===== config.mk =====
export PLATFORM = sky130hd
export DESIGN_NAME = pwm_multi_ch
export DESIGN_NICKNAME = d
export VERILOG_FILES = /design/src/rtl/pwm_multi_ch.sv
export SDC_FILE = /design/constraint.sdc
export NUM_CORES = 1
export LEC_CHECK = 0
export CAP_MARGIN = 20
export CORE_MARGIN = 5
export CORE_UTILIZATION = 55
export CTS_BUF_LIST = sky130_fd_sc_hd__clkbuf_16
export DETAILED_ROUTE_END_ITERATION = 10
export PLACE_DENSITY_LB_ADDON = 0.08
export SETUP_SLACK_MARGIN = 0.2
export SLEW_MARGIN = 20
export SYNTH_ARGS = -nofsm -noshare
export SYNTH_HDL_FRONTEND = slang
export SYNTH_SLANG_ARGS = --single-unit

===== constraint.sdc =====
create_clock -name clkforcounter -period 4.05 [get_ports clkforcounter]
set_input_delay 1.0125 -clock clkforcounter [delete_from_list [all_inputs] [get_ports clkforcounter]]
set_output_delay 1.0125 -clock clkforcounter [all_outputs]
set_load 0.005 [all_outputs]

===== src/rtl/pwm_multi_ch.sv =====
// pwm_multi_ch: serially loaded duty shadows feeding CH gapless PWM outputs,
// one period per frame, one-shot or continuous, left- or right-aligned.
module pwm_multi_ch #(
    parameter int CH     = 8,
    parameter int DWIDTH = 8
) (
    input  logic              clkforcounter,
    input  logic              rst,
    input  logic              start,
    input  logic              data_valid,
    input  logic [DWIDTH-1:0] data,
    output logic              data_ready,
    input  logic              mode,
    input  logic              align,
    input  logic              stop,
    output logic [0:CH-1]     out,
    output logic              hsync,
    output logic              load_done,
    output logic              done,
    output logic              busy
);
    localparam int IW = $clog2(CH);
    localparam logic [DWIDTH-1:0] PMAX = '1;
    localparam logic [DWIDTH-1:0] LAST = PMAX - DWIDTH'(1);

    typedef enum logic {IDLE, RUN} state_t;
    state_t state, state_d;

    logic [DWIDTH-1:0] shadow [CH];
    logic [DWIDTH-1:0] active [CH];
    logic [DWIDTH-1:0] cnt;
    logic [IW-1:0]     idx, cap_idx;
    logic loading, shadow_full, ld_pend, mode_r, align_r;
    logic start_ok, cap, cap_last, period_end, frame_go, finish;

    always_comb begin
        start_ok   = start && !shadow_full;
        cap        = data_valid && (start_ok || loading);
        cap_idx    = start_ok ? '0 : idx;
        cap_last   = cap && cap_idx == IW'(CH - 1);
        period_end = state == RUN && cnt == LAST;
        frame_go   = state == IDLE ? shadow_full : !stop && period_end && mode_r;
        finish     = state == RUN && (stop || (period_end && !mode_r));
        state_d    = frame_go ? RUN : finish ? IDLE : state;
    end

    always_ff @(posedge clkforcounter) begin
        if (rst) state <= IDLE;
        else     state <= state_d;
    end

    always_ff @(posedge clkforcounter) begin
        if (rst) begin
            for (int k = 0; k < CH; k++) begin
                shadow[k] <= '0;
                active[k] <= '0;
            end
            out         <= '0;
            cnt         <= '0;
            idx         <= '0;
            loading     <= 1'b0;
            shadow_full <= 1'b0;
            ld_pend     <= 1'b0;
            load_done   <= 1'b0;
            hsync       <= 1'b0;
            done        <= 1'b0;
            mode_r      <= 1'b0;
            align_r     <= 1'b0;
        end else begin
            hsync       <= frame_go;
            done        <= finish;
            // load_done is delayed so it lines up with the hsync of a frame started from IDLE
            ld_pend     <= cap_last;
            load_done   <= ld_pend;
            if (cap) shadow[cap_idx] <= data;
            idx         <= cap ? cap_idx + IW'(1) : start_ok ? '0 : idx;
            loading     <= cap_last ? 1'b0 : start_ok ? 1'b1 : loading;
            shadow_full <= cap_last ? 1'b1 : frame_go ? 1'b0 : shadow_full;
            if (frame_go && shadow_full)
                for (int k = 0; k < CH; k++) active[k] <= shadow[k];
            if (frame_go) begin
                mode_r  <= mode;
                align_r <= align;
            end
            cnt <= frame_go ? '0 : state == RUN ? cnt + DWIDTH'(1) : cnt;
            for (int k = 0; k < CH; k++)
                out[k] <= state == RUN && !stop && (align_r ? cnt >= PMAX - active[k] : cnt < active[k]);
        end
    end

    assign data_ready = loading;
    assign busy       = state == RUN;
endmodule


# Word-level counts from Yosys, hierarchy flattened
# Memories as Yosys holds them, arrays and structs flattened.
# Cells that the tools add are included.
[word_totals] reg_bits=28 ram_bits=128 input_bits=15 out_inout_bits=13 word_cells=112 n_memories=2
[mem_list] memory="active" words=8 width=8 read_ports=8 rd_ports_with_merged_regs=0 write_ports=8 line="30" text="logic [DWIDTH-1:0] active [CH];"
[mem_list] memory="shadow" words=8 width=8 read_ports=8 rd_ports_with_merged_regs=0 write_ports=8 line="29" text="logic [DWIDTH-1:0] shadow [CH];"
[classes] n_addsub=10 order_cmp=16 eq_ne=2 mux=34 n_bitwise=8 n_reduce_logical=28
[ops] op="$mux W8" n=9
[ops] op="$ge A8 B8 Y1" n=8
[ops] op="$lt A8 B8 Y1" n=8
[ops] op="$sub A8 B8 Y8 const A" n=8
[ops] op="$mux W1" n=22
[ops] op="$logic_and A1 B1 Y1" n=18
[ops] op="$mux W3" n=3
[ops] op="$add A8 B1 Y8 const B" n=1
[ops] op="$eq A8 B8 Y1 const B" n=1
[ops] op="$or A1 B1 Y1" n=8
[ops] op="$reduce_or A8 Y1" n=1
[ops] op="$reduce_bool A2 Y1" n=2
[ops] op="$reduce_or A2 Y1" n=2
[ops] op="$add A3 B1 Y3 const B" n=1
[ops] op="$eq A3 B3 Y1 const B" n=1
[ops] op="$logic_not A1 Y1" n=3
[ops] op="$logic_or A1 B1 Y1" n=2

# Depth between registers and ports, before layout
[logic_depth] depth_word=10 mapped_depth=8 depth_no_buf=7

# Least setup slack after synthesis
# Ideal clock, no wire load.
[synth_timing] path_kind="input -> register" start="in rst" end="mem active[0][0] (enable)" setup_ns=0.423 arrival_time_ns=2.767 required_ns=3.627 path_slack_ns=0.860 stages=3 n_path_buf=1 cell_sequence="clkbuf_1 -> nor2_1 -> nand2_1"
[synth_lines] element="from (decl)" line="8" text="input logic rst,"
[synth_lines] element="to (decl)" line="30"

==> run_results.csv <==
group,metric,value,unit
timing,worstMarginPinSlew,0.831,ns
grt,grt_max_degree,65,
power_and_ir_drop,finalPower,3570,uW
floorplan,core-area,15700,sq um
drt,wirelength,18200,um
placed_design,dp.cells,1015,
floorplan,dieArea,18500,sq um
drt,first_iter_violations,315,
worst_setup_path,r2r_cells,4,
clock_tree,clockBufferDepth,2,
hold_path,hp-start,"ld_pend",
worst_setup_path,crit_type,"primary input to register",
floorplan,rows,46,
layout,fillers,1229,
hold_path,min_delay_worst_endpoint,"load_done",
timing,finalSetupViolCount,0,
layout,final_cells,1047,
placed_design,post_dp_cell_area,9360,sq um
timing,finalCritPeriodShare,0.696,
grt,antenna_found_initial,0,
yosys,synth_area,8730,sq um
worst_setup_path,cp.arrival,2.93,ns
yosys,yosys_warnings,0,
clock_tree,cts-root-buf,"clkbuf_16",
drt,drc,0,
placed_design,place_congestion,0.831,
drt,drt_first_pass_iters,5,
layout,area_growth,14.0,%
hold_path,whs_path_depth,1,
clock_tree,cts_made_buffers,17,
power_and_ir_drop,cellPowerDensity,359,nW/um^2
layout,drive_above_1_share,0.0674,
yosys,synth_ff_type,"edfxtp_1",
clock_tree,htreeDepth,4,
clock_tree,postCtsSetupBuffers,0,
worst_setup_path,r2r_slack,1.77,ns
layout,final_common_cell,"ha_1",
clock_tree,cts_tree,"yes",
clock_tree,post_cts_resized,0,
timing,skew,0.00643,ns
floorplan,die_x,136,um
timing,fin_crit,2.82,ns
grt,grt.busiest_layer,"met2",
yosys,ys_async_sr_fraction,0,
yosys,synth_cell_types,44,
placed_design,dpl.hpwl,12500,um
layout,antennaDiodeCount,0,
clock_tree,clk_pin_slew_worst_paths,0.06,ns
yosys,synth_xor_area_frac,0.00702,
timing,hold_violations,0,
drt,ant_nets,0,
grt,grt_pass1_wl,29700,um
yosys,syn_inst,766,
worst_setup_path,reg2reg_to,"shadow[0][7]",
timing,max-slew-margin-rel,0.445,
run_status,status,"finished, final reports clean",
grt,grtUsageMet1,0.264,
power_and_ir_drop,ir_drop,0.000304,V
yosys,synth_top_family_by_area,"adder cells",
floorplan,start_util,0.556,
clock_tree,ctsHoldBuffers,0,
timing,rsz0062_at_grt,"no",
grt,grt_pass1_vias,5844,
yosys,synth_simple_gate_area_frac,0.162,
yosys,synthMuxAreaShare,0.00115,
layout,most-common-layout-cells,"ha_1, edfxtp_1, and2_1",
drt,wl_per_cell,17.4,um
placed_design,port_buffers,27,
worst_setup_path,required,4.16,ns
grt,grt.total_usage,0.214,
hold_path,hp-class,"register to register",
grt,met3_usage,0.0392,
clock_tree,clock_latency,0.41,ns
grt,grtUsageMet2,0.362,
layout,stdcell_area,9960,sq um
timing,drv_slew,0,
yosys,synth-seq-area-share,0.504,
flow_run,maxCapViolations,0,
power_and_ir_drop,total_leakage_power,0.00438,uW
floorplan,die_h,136,um
yosys,synth_compound_area_frac,0.0877,
worst_setup_path,cp-start-kind,"primary input",
floorplan,ios,28,
yosys,synth_fp_nets,913,
yosys,synth_edf_count,128,
grt,grt.overflow.total,0,
layout,nets,965,
drt,via_count,5687,
timing,achievable-frequency,355,MHz
yosys,synthAdderAreaFrac,0.189,
timing,fin_setup_tns,0,ns
yosys,ys_ff_latch,156,
worst_setup_path,cp_max_fo,9,
drt,vias_per_cell,5.43,
clock_tree,cts_sinks,156,
yosys,syn_avg_cell_area,11.4,sq um
worst_setup_path,r2r_start,"data_ready",
worst_setup_path,endpoint_kind,"register",
## state kept, by name, indices dropped and copies added (netlist names), 3 cells and up
register  count
out           8
idx           3
shadow       64
cnt           8
active       64
## kinds of logic after synthesis
| kind of cell | count (synthesis) |
|---|---|
| flops | 156 |
| mux | 1 |
| fa+ha+maj | 132 |
| buf+inv | 107 |
| compound gates | 117 |
| simple gates | 246 |
| xor+xnor | 7 |
## worst max-delay path, cell delays in order
cell and delay, ns:
clkdlybuf4s50_1 0.58, nand2b_1 0.13, nor3_1 0.21, nand2_1 0.19
nor3_1 0.48, or2_2 0.32
## synthesized netlist by cell type, types with 2 or more instances
library cell / n / area share
nor3_1: 10 / 0.0057
clkbuf_1: 6 / 0.0026
o21bai_1: 3 / 0.0026
or2_2: 2 / 0.0014
clkbuf_2: 2 / 0.0011
o211ai_1: 8 / 0.0069
xor2_1: 6 / 0.0060
a21o_1: 6 / 0.0052
edfxtp_1: 128 / 0.44
o2111ai_1: 6 / 0.0060
a32oi_1: 2 / 0.0020
nor2b_1: 30 / 0.021
buf_6: 2 / 0.0026
and2_1: 116 / 0.083
a31oi_1: 7 / 0.0050
ha_1: 132 / 0.19
a21oi_1: 41 / 0.024
o21ai_0: 15 / 0.0086
nor2_1: 42 / 0.018
or3_1: 4 / 0.0029
inv_1: 96 / 0.041
nand2b_1: 14 / 0.010
a221oi_1: 4 / 0.0040
o311ai_0: 6 / 0.0060
a211oi_1: 12 / 0.010
nor4_1: 6 / 0.0043
nand4_1: 5 / 0.0036
nand3_1: 2 / 0.0011
nand2_1: 8 / 0.0034
dfxtp_1: 28 / 0.064
and3_1: 2 / 0.0014
o221a_2: 3 / 0.0039
## layout make-up
| type | count | area [sq um] | area share |
|---|---|---|---|
| clock buffers | 17 | 425 | 0.0427 |
| well taps | 216 | 270 | 0.0271 |
| repair buffers | 44 | 410 | 0.0412 |
| multi-input cells | 503 | 3910 | 0.393 |
| flip-flops and latches | 156 | 4400 | 0.442 |
| inverters | 96 | 360 | 0.0362 |
| clock inverters | 15 | 174 | 0.0175 |
## power breakdown
| part | internal (uW) | leakage [uW] | switching (uW) |
|---|---|---|---|
| Combinational | 57.1 | 0.00254 | 100 |
| Clock | 968 | 0.000292 | 637 |
| Sequential | 1780 | 0.00154 | 23.7 |
| Total | 2810 | 0.00438 | 761 |
## worst max-delay path by stage
stage                               to  startpoint  depth (start not counted)
after floorplan           active[0][0]         rst                          3
after global placement    shadow[2][0]       start                          6
after detailed placement  shadow[2][2]  data_valid                          6
after CTS                 shadow[2][0]  data_valid                          6
after global routing      shadow[2][2]  data_valid                          6
final                     shadow[2][2]  data_valid                          6
## routing by layer
| metal | up-vias | part of all wire |
|---|---|---|
| met2 | 149 | 0.49 |
| met3 | 46 | 0.039 |
| met4 | 0 | 0.036 |
| met1 | 2727 | 0.44 |
| li1 | 2765 | - |
| met5 | - | 0 |
## per-stage QoR
stage               worst slack, ns  hold WS (ns)  utilization
global placement              0.824         0.469        0.596
CTS                            1.27         0.458        0.634
floorplan                     0.860         0.414            -
finish                         1.23         0.465        0.634
global route                  0.990         0.468        0.634
detailed placement            0.808         0.448        0.596
No activity file was read; power rests on OpenSTA's default activity.
